[src/rtl/cdb_arbiter.sv]
// rtl/cdb_arbiter.sv - common data bus arbiter: per-source result FIFOs, round-robin grant, registered broadcast
module cdb_arbiter #(
  parameter int N_SRC      = 4,
  parameter int TAG_W      = 4,
  parameter int DATA_W     = 8,
  parameter int FIFO_DEPTH = 2
) (
  input  logic                      clk,
  input  logic                      rst,
  input  logic                      flush,
  input  logic [N_SRC-1:0]          src_valid,
  input  logic [N_SRC*TAG_W-1:0]    src_id,
  input  logic [N_SRC*DATA_W-1:0]   src_val,
  output logic [N_SRC-1:0]          src_ready,
  output logic                      shared_cdb_transmit,
  output logic [TAG_W-1:0]          shared_cdb_id,
  output logic [DATA_W-1:0]         shared_cdb_val,
  output logic                      src_overflow
);

  localparam int PTR_W = (FIFO_DEPTH > 1) ? $clog2(FIFO_DEPTH) : 1;
  localparam int CNT_W = $clog2(FIFO_DEPTH + 1);
  localparam int GNT_W = (N_SRC > 1) ? $clog2(N_SRC) : 1;
  localparam logic [CNT_W-1:0] DEPTH_C = CNT_W'(FIFO_DEPTH);

  logic [TAG_W-1:0]  id_mem_q  [N_SRC][FIFO_DEPTH];
  logic [DATA_W-1:0] val_mem_q [N_SRC][FIFO_DEPTH];
  logic [PTR_W-1:0]  rd_ptr_q  [N_SRC];
  logic [PTR_W-1:0]  wr_ptr_q  [N_SRC];
  logic [CNT_W-1:0]  count_q   [N_SRC];
  logic [GNT_W-1:0]  last_grant_q;
  logic              cdb_tx_q;
  logic [TAG_W-1:0]  cdb_id_q, cdb_id_d;
  logic [DATA_W-1:0] cdb_val_q, cdb_val_d;
  logic              overflow_q;

  logic [N_SRC-1:0]  push;
  logic [N_SRC-1:0]  pop;
  logic [GNT_W-1:0]  winner;
  logic [GNT_W-1:0]  cand;
  logic              found;
  int                slot;

  // Ready depends on stored occupancy only, so a full FIFO stays not-ready while being popped.
  always_comb begin
    for (int i = 0; i < N_SRC; i++) begin
      src_ready[i] = (count_q[i] < DEPTH_C);
    end
    push = src_valid & src_ready;
  end

  always_comb begin
    found  = 1'b0;
    winner = last_grant_q;
    cand   = '0;
    slot   = 0;
    for (int k = 1; k <= N_SRC; k++) begin
      slot = int'(last_grant_q) + k;
      if (slot >= N_SRC) slot = slot - N_SRC;
      cand = GNT_W'(slot);
      if (!found && (count_q[cand] != '0)) begin
        found  = 1'b1;
        winner = cand;
      end
    end
    for (int i = 0; i < N_SRC; i++) begin
      pop[i] = found && (winner == GNT_W'(i));
    end
    cdb_id_d  = found ? id_mem_q[winner][rd_ptr_q[winner]]  : '0;
    cdb_val_d = found ? val_mem_q[winner][rd_ptr_q[winner]] : '0;
  end

  always_ff @(posedge clk) begin
    for (int i = 0; i < N_SRC; i++) begin
      if (!flush && push[i]) begin
        id_mem_q[i][wr_ptr_q[i]]  <= src_id[i*TAG_W +: TAG_W];
        val_mem_q[i][wr_ptr_q[i]] <= src_val[i*DATA_W +: DATA_W];
      end
    end
  end

  always_ff @(posedge clk or posedge rst) begin
    if (rst) begin
      for (int i = 0; i < N_SRC; i++) begin
        rd_ptr_q[i] <= '0;
        wr_ptr_q[i] <= '0;
        count_q[i]  <= '0;
      end
      last_grant_q <= GNT_W'(N_SRC - 1);
      cdb_tx_q     <= 1'b0;
      cdb_id_q     <= '0;
      cdb_val_q    <= '0;
      overflow_q   <= 1'b0;
    end else if (flush) begin
      for (int i = 0; i < N_SRC; i++) begin
        rd_ptr_q[i] <= '0;
        wr_ptr_q[i] <= '0;
        count_q[i]  <= '0;
      end
      cdb_tx_q  <= 1'b0;
      cdb_id_q  <= '0;
      cdb_val_q <= '0;
    end else begin
      for (int i = 0; i < N_SRC; i++) begin
        if (push[i]) wr_ptr_q[i] <= wr_ptr_q[i] + PTR_W'(1);
        if (pop[i])  rd_ptr_q[i] <= rd_ptr_q[i] + PTR_W'(1);
        if (push[i] && !pop[i])      count_q[i] <= count_q[i] + CNT_W'(1);
        else if (pop[i] && !push[i]) count_q[i] <= count_q[i] - CNT_W'(1);
      end
      if (found) last_grant_q <= winner;
      cdb_tx_q  <= found;
      cdb_id_q  <= cdb_id_d;
      cdb_val_q <= cdb_val_d;
      if (|(src_valid & ~src_ready)) overflow_q <= 1'b1;
    end
  end

  assign shared_cdb_transmit = cdb_tx_q;
  assign shared_cdb_id       = cdb_id_q;
  assign shared_cdb_val      = cdb_val_q;
  assign src_overflow        = overflow_q;

endmodule

[config.mk]
export PLATFORM = sky130hd
export DESIGN_NAME = cdb_arbiter
export DESIGN_NICKNAME = d
export VERILOG_FILES = /design/src/rtl/cdb_arbiter.sv
export SDC_FILE = /design/constraint.sdc
export NUM_CORES = 1
export LEC_CHECK = 0
export BUFFER_PORTS_ARGS = -buffer_cell sky130_fd_sc_hd__buf_4
export CORE_MARGIN = 3
export CORE_UTILIZATION = 45
export DETAILED_ROUTE_END_ITERATION = 6
export PLACE_DENSITY = 0.63
export RECOVER_POWER = 100
export SYNTH_ARGS = -nofsm -noshare
export SYNTH_HDL_FRONTEND = slang
export SYNTH_SLANG_ARGS = --single-unit
[constraint.sdc]
create_clock -name clk -period 2.1 [get_ports clk]
set_input_delay 0.21 -clock clk [delete_from_list [all_inputs] [get_ports clk]]
set_output_delay 0.21 -clock clk [all_outputs]
set_load 0.03 [all_outputs]
# Yosys cells after proc, flatten, opt, wreduce, memory -nomap -nowiden

Memories as Yosys holds them, arrays and structs flattened.
Index checks and enable logic that the tools add are counted.

Reductions and logical operators: 55
Equal/unequal tests: 3
$add $sub $neg: 24
Muxes and demuxes: 85
Bitwise operators: 14
$lt $le $gt $ge: 22

Operators with widths:

| operator                                                  | number |
|---|---|
| two-way mux 8 bit                                         | 14 |
| two-way mux 16 bit                                        | 4 |
| two-way mux 2 bit                                         | 24 |
| two-way mux 4 bit                                         | 11 |
| demux 8 bit (select 1 bit)                                | 4 |
| greater-or-equal comparator 3 bit (second input constant) | 8 |
| nonzero test 2 bit                                        | 12 |
| logical AND 1 bit                                         | 23 |
| two-way mux 1 bit                                         | 19 |
| binary-select mux 2 bit (select 2 bit)                    | 4 |
| demux 4 bit (select 1 bit)                                | 4 |
| subtractor 2 x 1 -> 2 bit (second input constant)         | 8 |
| inverter 2 -> 3 bit                                       | 5 |
| zero test 1 bit                                           | 12 |
| nonzero test 3 bit                                        | 4 |
| greater-or-equal comparator 2 bit (second input constant) | 5 |
| inverter 1 -> 2 bit                                       | 5 |
| adder 1 bit (second input constant)                       | 8 |
| adder 2 x 1 -> 2 bit (second input constant)              | 4 |
| AND 4 bit                                                 | 2 |
| < comparator 2 x 1 -> 1 bit (second input constant)       | 4 |
| < comparator 2 bit (second input constant)                | 4 |
| adder 2 x 2 -> 3 bit (second input constant)              | 2 |
| adder 2 x 3 -> 4 bit (second input constant)              | 1 |
| 10 further kinds                                          | 12 |

Flip-flop bits (word level): 32
RAM bits: 96
Memories kept: 2

Memories:

| memory    | words | bits a word | read ports | clocked after Yosys merged registers in | wr ports | line | source |
|---|---|---|---|---|---|---|---|
| val_mem_q | 4     | 16          | 1          | 0                                       | 4        | 27   | `logic [DATA_W-1:0] val_mem_q [N_SRC][FIFO_DEPTH];` |
| id_mem_q  | 4     | 8           | 1          | 0                                       | 4        | 26   | `logic [TAG_W-1:0] id_mem_q [N_SRC][FIFO_DEPTH];` |

# Longest topological paths before layout

Gate-level depths: netlist of run 1.

Depth after elaboration: 28
Depth in mapped cells: 10

# Worst setup path before layout of run 1

No wires, ideal clock.

Path kind: register -> register
Start: register count_q[1] (netlist bit)
End: memory id_mem_q[3][0] (netlist bit) (enable)
Slack: -0.145 ns
Data arrival time: 1.846 ns
Period minus slack after synthesis: 2.245 ns
Cell stages (with the launch flop): 4
Setup time: 0.399 ns
Path buffers: 0
Data required time: 1.701 ns
Cell sequence: dfrtp_1 > inv_1 > nand2_1 > nor3b_1

RTL lines:

| element                         | line | source |
|---|---|---|
| start, declared                 | 30   | `logic [CNT_W-1:0] count_q [N_SRC];` |
| start signal, assigned by index | 107  | `if (push[i] && !pop[i]) count_q[i] <= count_q[i] + CNT_W'(1);` |
| start signal, assigned by index | 108  | `else if (pop[i] && !push[i]) count_q[i] <= count_q[i] - CNT_W'(1);` |
| end, declared                   | 26   |  |

# Worst setup path after layout of run 1

Start: register last_grant_q[0]
End: register cdb_val_q[0], in the netlist shared_cdb_val[0]

Word-level cells in the longest chain between the ends: 28
Elaborated cells between the ends (all ways): 61
Those cells by class: add/sub (8); order compare (4); mux (32); bitwise (6); reduce/logical (10); memory (1)

RTL lines:

| element                                                                               | line | source |
|---|---|---|
| start, declared                                                                       | 31   | `logic [GNT_W-1:0] last_grant_q;` |
| start signal, assigned                                                                | 89   | `last_grant_q <= GNT_W'(N_SRC - 1);` |
| start signal, assigned                                                                | 110  | `if (found) last_grant_q <= winner;` |
| adder 2 x 1 -> 3 bit                                                                  | 58   | `slot = int'(last_grant_q) + k;` |
| greater-or-equal comparator 3 bit / subtractor 2 x 1 -> 2 bit (equally long branches) | 59   | `if (slot >= N_SRC) slot = slot - N_SRC;` |
| two-way mux 2 bit                                                                     | 59   |  |
| inverter 2 -> 3 bit (implied by the code)                                             | 61   | `if (!found && (count_q[cand] != '0)) begin` |
| binary-select mux 2 bit (select 2 bit)                                                | 61   |  |
| two-way mux 2 bit (implied by the code) (2 in series)                                 | 61   |  |
| nonzero test 2 bit                                                                    | 61   |  |
| two-way mux 1 bit                                                                     | 61   |  |
| [8 not listed]                                                                        | n/a  |  |
| two-way mux 2 bit                                                                     | 61   |  |
| inverter 2 -> 3 bit (implied by the code)                                             | 70   | `cdb_val_d = found ? val_mem_q[winner][rd_ptr_q[winner]] : '0;` |
| binary-select mux 1 bit (select 2 bit)                                                | 70   |  |
| two-way mux 1 bit (implied by the code) (2 in series)                                 | 70   |  |
| inverter 1 -> 2 bit (implied by the code)                                             | 70   |  |
| two-way mux 8 bit (implied by the code) (3 in series)                                 | 70   |  |
| two-way mux 8 bit *                                                                   | 70   |  |
| two-way mux 8 bit *                                                                   | 94   | `end else if (flush) begin` |
| end signal, assigned                                                                  | 113  | `cdb_val_q <= cdb_val_d;` |
| end, declared                                                                         | 34   | `logic [DATA_W-1:0] cdb_val_q, cdb_val_d;` |

Every way passes the cells marked *; elsewhere a longest branch is shown, timed or not. The select of a mux whose other input is x is not followed.
A chain may end at the register's enable or synchronous reset.

==> results of run 1 <==
through the flow:
step	utilization [%]	area (sq um)	cells
CTS	66.89	7769	730
detailed placement	55.33	6426	638
global route	66.55	7729	730
floorplan	-	5482	404
finish	66.55	7729	730
global placement	55.33	6426	638
cells in the final DEF (no fill, tap or decap), drive strengths merged, types with 2 or more instances in the layout:
cell type / n
nand3: 64
dfrtp: 30
xor2: 8
nand4: 12
nor2: 15
or2: 2
bufinv: 4
clkbuf: 87
nor3: 4
o21ai: 30
xnor2: 8
a31oi: 2
nand2: 10
dlygate4sd3: 49
a211oi: 12
mux2i: 12
dfstp: 2
edfxtp: 96
and3: 12
a221o: 12
nand2b: 2
and3b: 2
nor2b: 2
inv: 9
nor3b: 4
nor4: 2
clkinv: 6
clkinvlp: 2
o21bai: 3
buf: 58
a21oi: 16
what timing repair did:
item / 4_1_cts / 5_1_grt
endpoints found under the setup margin: 24 / 24
pin swaps: 7 / 5
buffers inserted: 7 / 0
endpoints found under the hold margin: 126 / 0
hold buffers: 49 / 0
gates cloned: 5 / 0
resized for setup: 23 / 23
registers in the layout, summed over array words and instances (netlist names):
signal and cells:
rd_ptr_q 4, src_overflow 1, last_grant_q 2, id_mem_q 32, count_q 8, wr_ptr_q 4, shared_cdb_val 8, shared_cdb_transmit 1
val_mem_q 64, shared_cdb_id 4
power by group through the flow:
stage          clock network, W  logic, W  registers (W)
2_1_floorplan                 0   0.00437        0.00355
3_3_place_gp                  0   0.00637        0.00342
3_5_place_dp                  0   0.00649        0.00342
4_1_cts                 0.00309   0.00760        0.00339
5_1_grt                 0.00321   0.00849        0.00343
6_report                0.00306   0.00790        0.00339
area by class of cell:
type                    instances  area, sq um
repair buffers                177         1396
flip-flops and latches        128         3689
multi-input cells             244         1824
clock inverters                14        188.9
inverters                       7        26.28
well taps                     143        178.9
fillers                       862         3885
clock buffers                  17        425.4
how the worst min path moves through the flow:
stage                       startpoint        endpoint  slack, ns
after floorplan              src_id[0]  id_mem_q[0][0]       0.31
after global placement             rst     wr_ptr_q[0]       0.34
after detailed placement           rst      count_q[0]       0.34
after CTS                 src_valid[0]      count_q[7]       0.08
after global routing      src_valid[1]      count_q[5]       0.09
final                     src_valid[1]      count_q[5]       0.09
worst register-to-register path: stages (launching register included):
cell      delay [ns]
dfstp_2         0.52
or3b_1          0.38
a21boi_2        0.17
or3_4           0.24
buf_12          0.17
a211oi_2        0.05
buf_4           0.14
a221o_1         0.25
a21oi_1         0.13
routing by layer:
| metal | wire length [microns] | up-vias | track usage, % | share of wire, % |
|---|---|---|---|---|
| li1 | - | 1900 | - | - |
| met5 | 0 | - | 0 | 0 |
| met4 | 518 | 0 | 10.44 | 3.6 |
| met3 | 845 | 39 | 5.233 | 5.9 |
| met1 | 5794 | 1975 | 28.90 | 41 |
| met2 | 7082 | 178 | 36.98 | 50 |
kinds of logic after synthesis:
logic type / after synthesis / synth area share (%)
AO/OA/AOI/OAI: 83 / 10.36
XOR/XNOR: 16 / 2.568
buffers and inverters: 37 / 3.553
flip-flops: 128 / 67.54
multiplexers: 12 / 2.201
AND/OR/NAND/NOR: 128 / 13.78
==> impl_metrics.tcl, run 1 <==
set metrics [dict create \
    status "finished, violations left" \
    violations "negative setup slack" \
    reg2reg_slack_ns -0.03 \
    worstRegToRegCells 8 \
    cts.sinks 128 \
    maxSlewHeadroom_pct 43.10 \
    grt_pass1_vias 4272 \
    tightest_slew_ns 0.8535 \
    fp-row-count 39 \
    yosysUniqueCellTypes 46 \
    grtUsageTotal_pct 22.64 \
    pre_cts_ws_ns -0.1647 \
    switching_share_pct 40.96 \
    vdd_drop_max_mv 1.097 \
    synth_top_cells_by_area "edfxtp_1 53%, dfrtp_1 14%, nand3_1 5.2%, o21ai_0 2.6%, a221o_1 2.2%" \
    yosysSeqAreaShare_pct 67.54 \
    critPathArrivalTime_ns 2.47 \
    die-area_sq_um 13490 \
    crit_cells 8 \
    synthesis.nets 459 \
    synth_most_common_cell "edfxtp_1" \
    synth_warnings 0 \
    r2r-end "shared_cdb_val[0]" \
    cp_slowest_cell "dfstp_2" \
    io_buffers 72 \
    crit_buf_inv 2 \
    skew_ns 0.008933 \
    post_drt_wl_per_cell_microns 19.51 \
    coreArea_sq_um 11610 \
    ios 73 \
    diodes 0 \
    hpwl_mm 9.066 \
    grt_max_degree 33 \
    antenna_found_initial 0 \
    p_int_w 0.008476 \
    fin_crit_ns 2.133 \
    syn_to_final_growth_pct 41.61 \
    p_comb_share_pct 55.1 \
    synth-seq-cells 128 \
    maxCapViolCount 0 \
    nNetsFinal 630 \
    syn-instance-count 404 \
    rsz0062_at_grt "yes" \
    drive_gt1_share_pct 28.62 \
    powerDensity_nw_per_um2 1857 \
    p_switching_w 0.005880 \
    die_w_microns 116.1 \
    cp_max_fo 11 \
    path_cells "or3b_1 > a21boi_2 > or3_4 > buf_12 > a211oi_2 > buf_4 > a221o_1 > a21oi_1" \
    routabilityCongestion 0.8793 \
    setup_viol 6 \
    end_kind "register" \
    pwr-share-seq_pct 23.6 \
    start_util_pct 46.99 \
    startpoint_type "register" \
    viasPerCell 5.605 \
    gr-total-overflow 0 \
    synth_edf_count 96 \
    synth_top_area_share_pct 52.82 \
    cts_tree "built" \
    post-route-period-util_pct 101.5 \
    finalMaxSlewViolations 0 \
    clkPwrFrac_pct 21.3 \
    avgSynthCellArea_sq_um 13.51 \
    finalHoldViolCount 0 \
    synth_commonest_cells "96 x edfxtp_1, 57 x nand3_1, 30 x dfrtp_1" \
    power_leakage_nw 2.966 \
    whs_ns 0.09218 \
    h-tree-depth 4 \
    reg2reg_from "last_grant_q[0]" \
    ys.flop_type "edfxtp_1" \
    cp-endpoint "shared_cdb_val[0]" \
    holdPathStages 3 \
    slowest_delay_ns 0.52 \
    grt_pass1_wl_mm 22.65 \
    critPathTopFamily "simple AND/OR/NAND/NOR gates" \
    synth_top_area_cell "edfxtp_1" \
    dr.pass1.iters 5 \
    cts_root_buf "clkbuf_16" \
    fin_ws_ns -0.03252 \
    tns_ns -0.1177 \
    routed_wl_mm 14.24 \
    postRouteAntennaNets 0 \
    cts.path.max_buffers 2 \
    hp-class "input port to register" \
    cp.required_ns 2.44 \
    dieHeight_microns 116.1 \
    drc 0 \
    crit_type "register to register" \
    p_total_w 0.01436 \
    crit_start "last_grant_q[0]" \
    clkTransAtPathRegs_ns 0.06 \
    syn_area_sq_um 5458 \
    vias 4092 \
    fmax_ghz 0.4689 \
    synthArstFlopShare_pct 25.00 \
    clk_latency_ns 0.42 \
    numCtsBuffers 17 \
    drtIter0Drc 311 \
]
No activity file was read; power rests on OpenSTA's default activity.
==> run 2: changes to the inputs <==
- RECOVER_POWER: 100 -> 50
==> run 2 against run 1 <==
The run still ends with negative setup slack left. Sequential power is essentially flat. Wire length shrank 0.31%. Critical path depth shrank 2. Fmax is essentially flat. First-iteration DRC count grew 5.5%. Final cell count is the same. Critical endpoint is now shared_cdb_val[1]. Largest power group unchanged. Highest routed layer unchanged.
==> impl_metrics.tcl, run 2 (synthesis results as in run 1) <==
set metrics [dict create \
    cts.sinks 128 \
    grtUsageTotal_pct 22.64 \
    critPathArrivalTime_ns 2.47 \
    dp.cells 638 \
    maxSlewHeadroom_pct 42.25 \
    h-tree-depth 4 \
    numCtsBuffers 17 \
    vias 4122 \
    io_buffers 72 \
    die_w_microns 116.1 \
    fin_crit_ns 2.133 \
    vdd_drop_max_mv 1.118 \
    regArea_sq_um 3689 \
    cp.required_ns 2.43 \
    pwr-share-seq_pct 23.5 \
    viasPerCell 5.647 \
    top_layer "met4" \
    wl_met3_microns 909 \
    cts_root_buf "clkbuf_16" \
    drc 0 \
    drtIter0Drc 328 \
    post-route-period-util_pct 101.6 \
    layout_commonest_cell "edfxtp_1" \
    diodes 0 \
    gr-total-overflow 0 \
    ios 73 \
    clk_latency_ns 0.41 \
    fillerInstances 831 \
    hpwl_mm 9.066 \
    antenna_found_initial 0 \
    power_leakage_nw 3.043 \
    tns_ns -0.1273 \
    finalMaxSlewViolations 0 \
    switching_share_pct 40.60 \
    cp_max_fo 6 \
    fin_cells 730 \
    multi_input_area_sq_um 1824 \
    grt_max_degree 33 \
    dr.pass1.iters 6 \
    status "finished, violations left" \
    layout_common_cells "96 x edfxtp_1, 63 x buf_4, 52 x nand3_1" \
    tightest_slew_ns 0.8662 \
    die-area_sq_um 13490 \
    syn_to_final_growth_pct 42.98 \
    skew_ns 0.005094 \
    postRouteAntennaNets 0 \
    p_switching_w 0.005866 \
    routabilityCongestion 0.8793 \
    p_int_w 0.008583 \
    clkPwrFrac_pct 21.1 \
    largest_reg_flops 64 \
    end_kind "register" \
    finalHoldViolCount 0 \
    start_util_pct 46.99 \
    crit_type "register to register" \
    coreArea_sq_um 11610 \
    wl_met1_mm 5.706 \
    hp-class "input port to register" \
    maxCapViolCount 0 \
    setup_viol 6 \
    dieHeight_microns 116.1 \
    fmax_ghz 0.4688 \
    drive_gt1_share_pct 32.03 \
    fp-row-count 39 \
    clkTransAtPathRegs_ns 0.06 \
    cts.path.max_buffers 2 \
    grt_pass1_vias 4272 \
    fin_ws_ns -0.03312 \
    powerDensity_nw_per_um2 1852 \
    rsz0062_at_grt "yes" \
    routed_wl_mm 14.20 \
    grt_pass1_wl_mm 22.65 \
    nNetsFinal 630 \
    dr_wl_met2_mm 7.077 \
    cts_tree "built" \
    violations "negative setup slack" \
    startpoint_type "register" \
    p_comb_share_pct 55.4 \
    post_drt_wl_per_cell_microns 19.45 \
]
## run 2: metal layers
layer | global-route usage, % | up-vias
met3 | 5.233 | 36
met4 | 10.44 | 0
met1 | 28.90 | 2001
met5 | 0 | -
li1 | - | 1905
met2 | 36.98 | 180
## run 2: cell type report
type	instances	area share (%)
clock buffers	17	5.451
clock inverters	14	2.421
inverters	7	0.3367
multi-input cells	244	23.38
flip-flops and latches	128	47.27
well taps	143	2.293
repair buffers	177	18.86
## run 2: worst paths after layout
| path | to | start | slack, ns | cells after the start |
|---|---|---|---|---|
| max in group asynchronous | count_q[4] | rst | 0.88 | 4 |
| worst max-delay path | shared_cdb_val[1] | count_q[0] | -0.03 | 6 |
| worst min-delay path | count_q[5] | src_valid[1] | 0.09 | 3 |
| worst max register to register | shared_cdb_val[1] | count_q[0] | -0.03 | 6 |
| min in group asynchronous | wr_ptr_q[0] | rst | 0.63 | 4 |
| worst min register to register | src_overflow | src_overflow | 0.47 | 1 |
## run 2: metrics by stage
step / setup slack, ns / util, % / hold WS, ns / area (sq um) / total power [W]
final: -0.03312 / 67.19 / 0.09310 / 7804 / 0.01445
after CTS: -0.04244 / 66.89 / 0.07504 / 7769 / 0.01408
after floorplan: 0.01036 / - / 0.3089 / 5482 / 0.007922
after global placement: -0.09255 / 55.33 / 0.3371 / 6426 / 0.009783
after global routing: -0.1272 / 67.19 / 0.09256 / 7804 / 0.01523
after detailed placement: -0.1647 / 55.33 / 0.3428 / 6426 / 0.009907
## run 2: power by group through the flow
stage | clock (W) | combinational [W] | sequential, W
floorplan | 0 | 0.00437 | 0.00355
global placement | 0 | 0.00637 | 0.00342
detailed placement | 0 | 0.00649 | 0.00342
CTS | 0.00309 | 0.00760 | 0.00339
global route | 0.00321 | 0.00859 | 0.00343
finish | 0.00305 | 0.00800 | 0.00339
## run 2: worst max-delay path: stages (launching register included)
cell and delay (ns):
dfrtp_2 0.44, or2_1 0.28, a32o_2 0.36, o21ai_4 0.27, nand3_4 0.16, a221o_1 0.38, a21oi_1 0.15
## run 2: timing repair
item	4_1_cts	5_1_grt
hold endpoints to repair	126	0
pin swaps	7	5
setup buffers	7	0
hold buffers	49	0
gates resized for setup	23	23
endpoints found under the setup margin	24	24
cloned	5	0
